### src/rtl/eeprom_read_arbiter.sv
// Two-port read arbiter and cycle sequencer for a 64Kx8 parallel EEPROM.
// Define EEPROM_ARB_RR_EN for round-robin arbitration; otherwise port 0 has fixed priority.
module eeprom_read_arbiter #(
  parameter int ADDR_W        = 16,
  parameter int DATA_W        = 8,
  parameter int ACCESS_CYCLES = 2,
  parameter int TURNAROUND    = 1
) (
  input  logic              clk,
  input  logic              rst_n,
  input  logic              req0,
  input  logic              req1,
  input  logic [ADDR_W-1:0] addr0,
  input  logic [ADDR_W-1:0] addr1,
  output logic              gnt0,
  output logic              gnt1,
  output logic [DATA_W-1:0] rdata0,
  output logic [DATA_W-1:0] rdata1,
  output logic              rvalid0,
  output logic              rvalid1,
  output logic              busy,
  output logic              ee_cs_n,
  output logic              ee_oe_n,
  output logic [ADDR_W-1:0] ee_addr,
  input  logic [DATA_W-1:0] ee_data
);

  localparam logic [2:0] S_IDLE    = 3'd0;
  localparam logic [2:0] S_SETUP   = 3'd1;
  localparam logic [2:0] S_ACCESS  = 3'd2;
  localparam logic [2:0] S_CAPTURE = 3'd3;
  localparam logic [2:0] S_RECOVER = 3'd4;

  localparam logic [3:0] ACC_LOAD = 4'(ACCESS_CYCLES - 1);
  localparam logic [3:0] TA_LOAD  = 4'((TURNAROUND > 0) ? TURNAROUND - 1 : 0);

  logic [2:0] state;
  logic [3:0] wait_cnt;
  logic       winner;
  logic       pick;

`ifdef EEPROM_ARB_RR_EN
  logic rr_ptr;

  // On a tie the pointer decides; a lone request always wins. Either way the
  // pointer then favours the port that did not win.
  assign pick = (req0 && req1) ? rr_ptr : !req0;

  always_ff @(posedge clk or negedge rst_n) begin
    if (!rst_n) begin
      rr_ptr <= 1'b0;
    end else if (state == S_IDLE && (req0 || req1)) begin
      rr_ptr <= !pick;
    end
  end
`else
  assign pick = !req0;
`endif

  always_ff @(posedge clk or negedge rst_n) begin
    if (!rst_n) begin
      state    <= S_IDLE;
      wait_cnt <= 4'd0;
      winner   <= 1'b0;
      gnt0     <= 1'b0;
      gnt1     <= 1'b0;
      rvalid0  <= 1'b0;
      rvalid1  <= 1'b0;
      rdata0   <= '0;
      rdata1   <= '0;
      busy     <= 1'b0;
      ee_cs_n  <= 1'b1;
      ee_oe_n  <= 1'b1;
      ee_addr  <= '0;
    end else begin
      gnt0    <= 1'b0;
      gnt1    <= 1'b0;
      rvalid0 <= 1'b0;
      rvalid1 <= 1'b0;
      case (state)
        S_IDLE: begin
          if (req0 || req1) begin
            winner  <= pick;
            ee_addr <= pick ? addr1 : addr0;
            busy    <= 1'b1;
            state   <= S_SETUP;
          end
        end
        S_SETUP: begin
          gnt0     <= !winner;
          gnt1     <= winner;
          ee_cs_n  <= 1'b0;
          ee_oe_n  <= 1'b1;
          wait_cnt <= ACC_LOAD;
          state    <= S_ACCESS;
        end
        S_ACCESS: begin
          ee_oe_n <= 1'b0;
          if (wait_cnt == 4'd0) begin
            state <= S_CAPTURE;
          end else begin
            wait_cnt <= wait_cnt - 4'd1;
          end
        end
        S_CAPTURE: begin
          // Data is taken on the edge that ends the output-enable window, so it
          // has had the full ACCESS_CYCLES periods to settle.
          if (winner) begin
            rdata1  <= ee_data;
            rvalid1 <= 1'b1;
          end else begin
            rdata0  <= ee_data;
            rvalid0 <= 1'b1;
          end
          ee_cs_n <= 1'b1;
          ee_oe_n <= 1'b1;
          if (TURNAROUND > 0) begin
            wait_cnt <= TA_LOAD;
            state    <= S_RECOVER;
          end else begin
            busy  <= 1'b0;
            state <= S_IDLE;
          end
        end
        S_RECOVER: begin
          if (wait_cnt == 4'd0) begin
            busy  <= 1'b0;
            state <= S_IDLE;
          end else begin
            wait_cnt <= wait_cnt - 4'd1;
          end
        end
        default: begin
          busy    <= 1'b0;
          ee_cs_n <= 1'b1;
          ee_oe_n <= 1'b1;
          state   <= S_IDLE;
        end
      endcase
    end
  end

endmodule
### config.mk
export PLATFORM = sky130hd
export DESIGN_NAME = eeprom_read_arbiter
export DESIGN_NICKNAME = d
export VERILOG_FILES = /design/src/rtl/eeprom_read_arbiter.sv
export SDC_FILE = /design/constraint.sdc
export NUM_CORES = 1
export LEC_CHECK = 0
export ABC_AREA = 1
export CORE_MARGIN = 4
export CORE_UTILIZATION = 44
export DETAILED_ROUTE_END_ITERATION = 12
export PLACE_DENSITY = 0.8
export REMOVE_ABC_BUFFERS = 1
export SLEW_MARGIN = 20
export SYNTH_ARGS = -nofsm -noshare
export SYNTH_HDL_FRONTEND = slang
export SYNTH_SLANG_ARGS = --single-unit
export TNS_END_PERCENT = 10
### constraint.sdc
create_clock -name clk -period 1.5 [get_ports clk]
set_input_delay 0.3 -clock clk [delete_from_list [all_inputs] [get_ports clk]]
set_output_delay 0.3 -clock clk [all_outputs]
set_load 0.02 [all_outputs]
== Word level (Yosys, flattened, before mapping) ==
Cells that the tools add are included.
Word-level totals
  bits in registers: 47
  output and inout bits: 39
  bits of input ports: 44
Operators by class
  add/subtract/negate cells: 1
  reductions and logical operators: 16
  bitwise gates (word level): 2
  mux-type cells: 18
  eq/ne operators: 8
Operator list (count)
  16-bit two-way mux: 1
  3-bit one-hot mux with 5 select lines: 1
  4-bit one-hot mux with 3 select lines: 1
  3-bit two-way mux: 3
  1-bit two-way mux: 8
  2-bit inequality test, second input constant: 4
  2-bit AND reduction: 4
  3-bit by 2-bit == test with 1-bit output, second input constant: 2
  3-bit AND reduction: 2
  3-bit OR reduction: 2
  4-bit logical NOT: 1
  4-bit two-way mux: 1
  1-bit one-hot mux with 2 select lines: 2
  2-bit OR reduction: 2
  4-bit by 1-bit subtractor with 4-bit output, second input constant: 1
  3-bit by 1-bit == test with 1-bit output, second input constant: 1
  3-bit == test, second input constant: 1
  3-bit logical NOT: 1
  1-bit one-hot mux with 3 select lines: 1
  3-bit nonzero test: 1
  1-bit logical NOT: 2
  1-bit NOT: 2
  1-bit logical OR: 1

== Longest topological paths before layout ==
  depth after elaboration: 4
  mapped depth: 7

== Least setup slack after synthesis ==
Ideal clock, no wire load.
  path type: flip-flop to flip-flop
  start point: register state[0]
  end point: register ee_addr[14]
  setup slack: 280 ps
  library setup time: 124 ps
  data required time: 1376 ps
  arrival time: 1096 ps
  cell stages (with the launch flop): 8
  period minus slack after synthesis: 1220 ps
  cells stage by stage: dfrtp_1 -> nor2_4 -> nand2_2 -> nor2_8 -> inv_2 -> buf_6 -> nand2_1 -> nand2_1
On the way
  cells in the longest elaborated chain, start to end: 2
Ends and longest elaborated chain
  start, declared: line 37  | logic [2:0] state;
  start signal, assigned: line 62  | state <= S_IDLE;
  start signal, assigned: line 86  | state <= S_SETUP;
  start signal, assigned: line 95  | state <= S_ACCESS;
  3-bit logical NOT: line 80  | case (state)
  2-bit AND reduction (no source line)
  end signal, assigned: line 84  | ee_addr <= pick ? addr1 : addr0;
  end, declared: line 24  | output logic [ADDR_W-1:0] ee_addr,
Every way passes these cells.
A chain may end at the register's enable or synchronous reset.

== Worst setup path in the final report ==
  start point: register ee_oe_n
  end point: output ee_oe_n
RTL lines
  start, declared: line 23  | output logic ee_oe_n,
  start signal, assigned: line 73  | ee_oe_n <= 1'b1;
  start signal, assigned: line 93  | ee_oe_n <= 1'b1;
  start signal, assigned: line 98  | ee_oe_n <= 1'b0;
No word-level cell between the ends.

==> run_results.csv <==
group,metric,value,unit
place,io_buffers,82,
sta,layout_min_cycle_time,1450,ps
global_routing,grt_max_degree,32,
die,die_y,78.1,um
sta,period_share,96.5,%
place,postPlaceCellArea,3060,um^2
die,die_area,6110,um^2
sta,whs,452,ps
die,initial_core_util,45.5,%
power_and_ir_drop,p_int,0.00363,W
sta,setup_viol,0,
run_status,outcome,"finished, final reports clean",
sta,fmax,0.691,GHz
setup_path,start_kind,"register",
global_routing,grt-ovfl-total,0,
setup_path,cp.required,1200,ps
logic_synthesis,yosysSeqAreaShare,54.5,%
layout,fin_nets,385,
logic_synthesis,ys_ff_latch,47,
hold_path,holdCritPathClass,"input pin to asynchronous set/reset pin",
layout,fin_cells,407,
logic_synthesis,syn_inst,251,
setup_path,crit_fanout,2,
power_and_ir_drop,comb_power_share,50.4,%
setup_path,critPathKind,"register to output pin",
setup_path,crit_chain,"dlygate4sd2_1",
logic_synthesis,yosysUniqueCellTypes,25,
cts,cts_buffers,5,
place,dp.cells,398,
setup_path,crit_buf_inv,1,
cts,max-clock-path-buffers,2,
place,finalWeightedCongestion,0.802,
power_and_ir_drop,power_density,2050,nW/um^2
setup_path,cp-end-kind,"output pin",
detailed_routing,wl,5.01,mm
power_and_ir_drop,netSwitchingPower,0.00279,W
power_and_ir_drop,share_seq_of_total_power,35.4,%
power_and_ir_drop,clockPowerShare,14.2,%
layout,finish.utilization,66.0,%
setup_path,critical-path-top-delay-family,"flip-flops",
detailed_routing,post-route-drc-count,0,
sta,tightest_slew,407,ps
detailed_routing,post_drt_wl_per_cell,12.3,um
sta,max_slew_margin,72.9,%
detailed_routing,ant_nets,0,
cts,post-cts-setup-buffers,0,
die,num_io_pins,83,
logic_synthesis,ys_warn_count,0,
logic_synthesis,syn_area_per_cell,8.62,um^2
setup_path,critical_path_arrival,1150,ps
sta,hold_violations,0,
layout,diodes,0,
setup_path,slowest_stage,"dfstp_2",
detailed_routing,dr.pass1.iters,4,
die,fp.coreArea,4750,um^2
detailed_routing,vias,1885,
cts,cts_tree,"built",
logic_synthesis,syn_area,2160,um^2
detailed_routing,drt_iter0_drc,79,
sta,worst_slack,53.1,ps
layout,drive_gt1_share,8.24,%
place,hpwl,3.92,mm
cts,root_buffer,"clkbuf_8",
setup_path,r2r_start,"wait_cnt[0]",
power_and_ir_drop,switching_share,43.5,%
layout,design_area,3140,um^2
global_routing,grt_pass1_vias,1888,
place,place_ws,-45.9,ps
detailed_routing,viasPerCell,4.63,
cts,h-tree-depth,2,
power_and_ir_drop,peakVddDrop,0.825,mV
global_routing,grt_antenna_before_repair,0,
power_and_ir_drop,leakage,1.70,nW
layout,area_growth,45.0,%
cts,clkTransAtPathRegs,90,ps
setup_path,critPathMaxStageDelay,530,ps
sta,rsz0062_at_grt,"no",
global_routing,grt_pass1_wl,8.69,mm
die,row_count,25,
die,die_x,78.1,um
global_routing,track_usage,18.1,%
setup_path,crit_start,"ee_oe_n",
cts,cts_num_sinks,47,
sta,fin_skew,6.04,ps
cts,clock_latency,300,ps
flow_run,cap_violations,0,
sta,drv_slew,0,
[stage by stage]
| step | TNS, ps | total power (W) |
|---|---|---|
| CTS | 0 | 0.00650 |
| floorplan | 0 | 0.00429 |
| global placement | -41.0 | 0.00583 |
| finish | 0 | 0.00642 |
| global route | 0 | 0.00699 |
| detailed placement | -612 | 0.00594 |
[metal layers]
metal	share of wire (%)	vias to the layer above	global-route usage, %	routed length [um]
met5	0	-	0	0
met4	1.8	0	5.94	91
met3	6.3	8	4.93	318
met2	51	53	30.4	2560
met1	41	867	22.5	2040
li1	-	957	-	-
[worst register-to-register path, stage by stage, from the launching register on]
cell and delay (ps):
dfrtp_1 360, inv_1 90, ha_1 210, nand2_1 140
nand3_4 130, or2_1 240, nand2_1 60
[path summary, 6_finish.rpt]
path / cells after the start / endpoint / slack, ps
min in group clk: 2 / ee_oe_n / 470
setup / recovery: 1 / ee_oe_n / 50
hold / removal: 2 / rdata0[0] / 450
setup reg to reg: 6 / wait_cnt[1] / 220
max in group asynchronous: 3 / ee_oe_n / 480
hold reg to reg: 2 / ee_oe_n / 470
[layout by cell type, fill, tap and decap left out, drive strengths merged]
cell / n
a21oi: 1
buf: 7
bufinv: 1
clkbuf: 5
clkdlybuf4s50: 42
clkinv: 2
dfrtp: 45
dfstp: 2
dlygate4sd2: 39
dlygate4sd3: 1
ha: 2
inv: 41
nand2: 92
nand3: 9
nand4: 1
nor2: 11
o211ai: 16
o21ai: 21
or2: 1
xor2: 1
[what timing repair did]
| item | in CTS | in global routing |
|---|---|---|
| endpoints found under the setup margin | 39 | 0 |
| endpoints found under the hold margin | 16 | 0 |
| hold buffers | 1 | 0 |
| resized for setup | 39 | 0 |
[Yosys cell counts (all sizes together)]
cell type | number | area (um^2)
xor2 | 1 | 8.76
buf | 5 | 46.3
ha | 2 | 25.0
o21ai | 21 | 105
nand4 | 1 | 6.26
a21oi | 1 | 5.00
nor2 | 11 | 72.6
nand2 | 92 | 363
clkbuf | 3 | 11.3
dfstp | 2 | 52.6
nand3 | 9 | 62.6
or2 | 1 | 6.26
dfrtp | 45 | 1130
o211ai | 16 | 120
inv | 41 | 154
[cell type report]
class / instances / area, um^2
clock buffer: 5 / 68.8
clock inverter: 3 / 43.8
fill: 428 / 1620
inverter: 41 / 154
multi-input combinational: 155 / 774
sequential: 47 / 1180
tap: 67 / 83.8
timing repair buffer: 89 / 835
[cells by family (layout without fill, tap and decap cells)]
group	count (synthesis)	count (layout)	synth area share [%]
and+or+nand+nor	114	114	23.6
buffers and inverters	49	138	9.77
DFF	47	47	54.5
AOI/OAI and AO/OA	38	38	10.6
adders and majority gates	2	2	1.16
xor gates and xnor gates	1	1	0.405
[sequential cells by signal, summed over array words and instances (netlist names)]
| register | cells |
|---|---|
| busy | 1 |
| state | 3 |
| gnt1 | 1 |
| rvalid1 | 1 |
| wait_cnt | 4 |
| gnt0 | 1 |
| rdata1 | 8 |
| winner | 1 |
| ee_cs_n | 1 |
| ee_oe_n | 1 |
| ee_addr | 16 |
| rvalid0 | 1 |
| rdata0 | 8 |
[power groups by stage]
stage	combinational [W]	clock, W	sequential (W)
after detailed placement	0.00363	0	0.00231
after floorplan	0.00139	0	0.00290
final	0.00324	0.000909	0.00228
after CTS	0.00329	0.000937	0.00228
after global placement	0.00353	0	0.00229
after global routing	0.00364	0.000988	0.00236
Note: power is estimated with default switching activity, not from simulation.
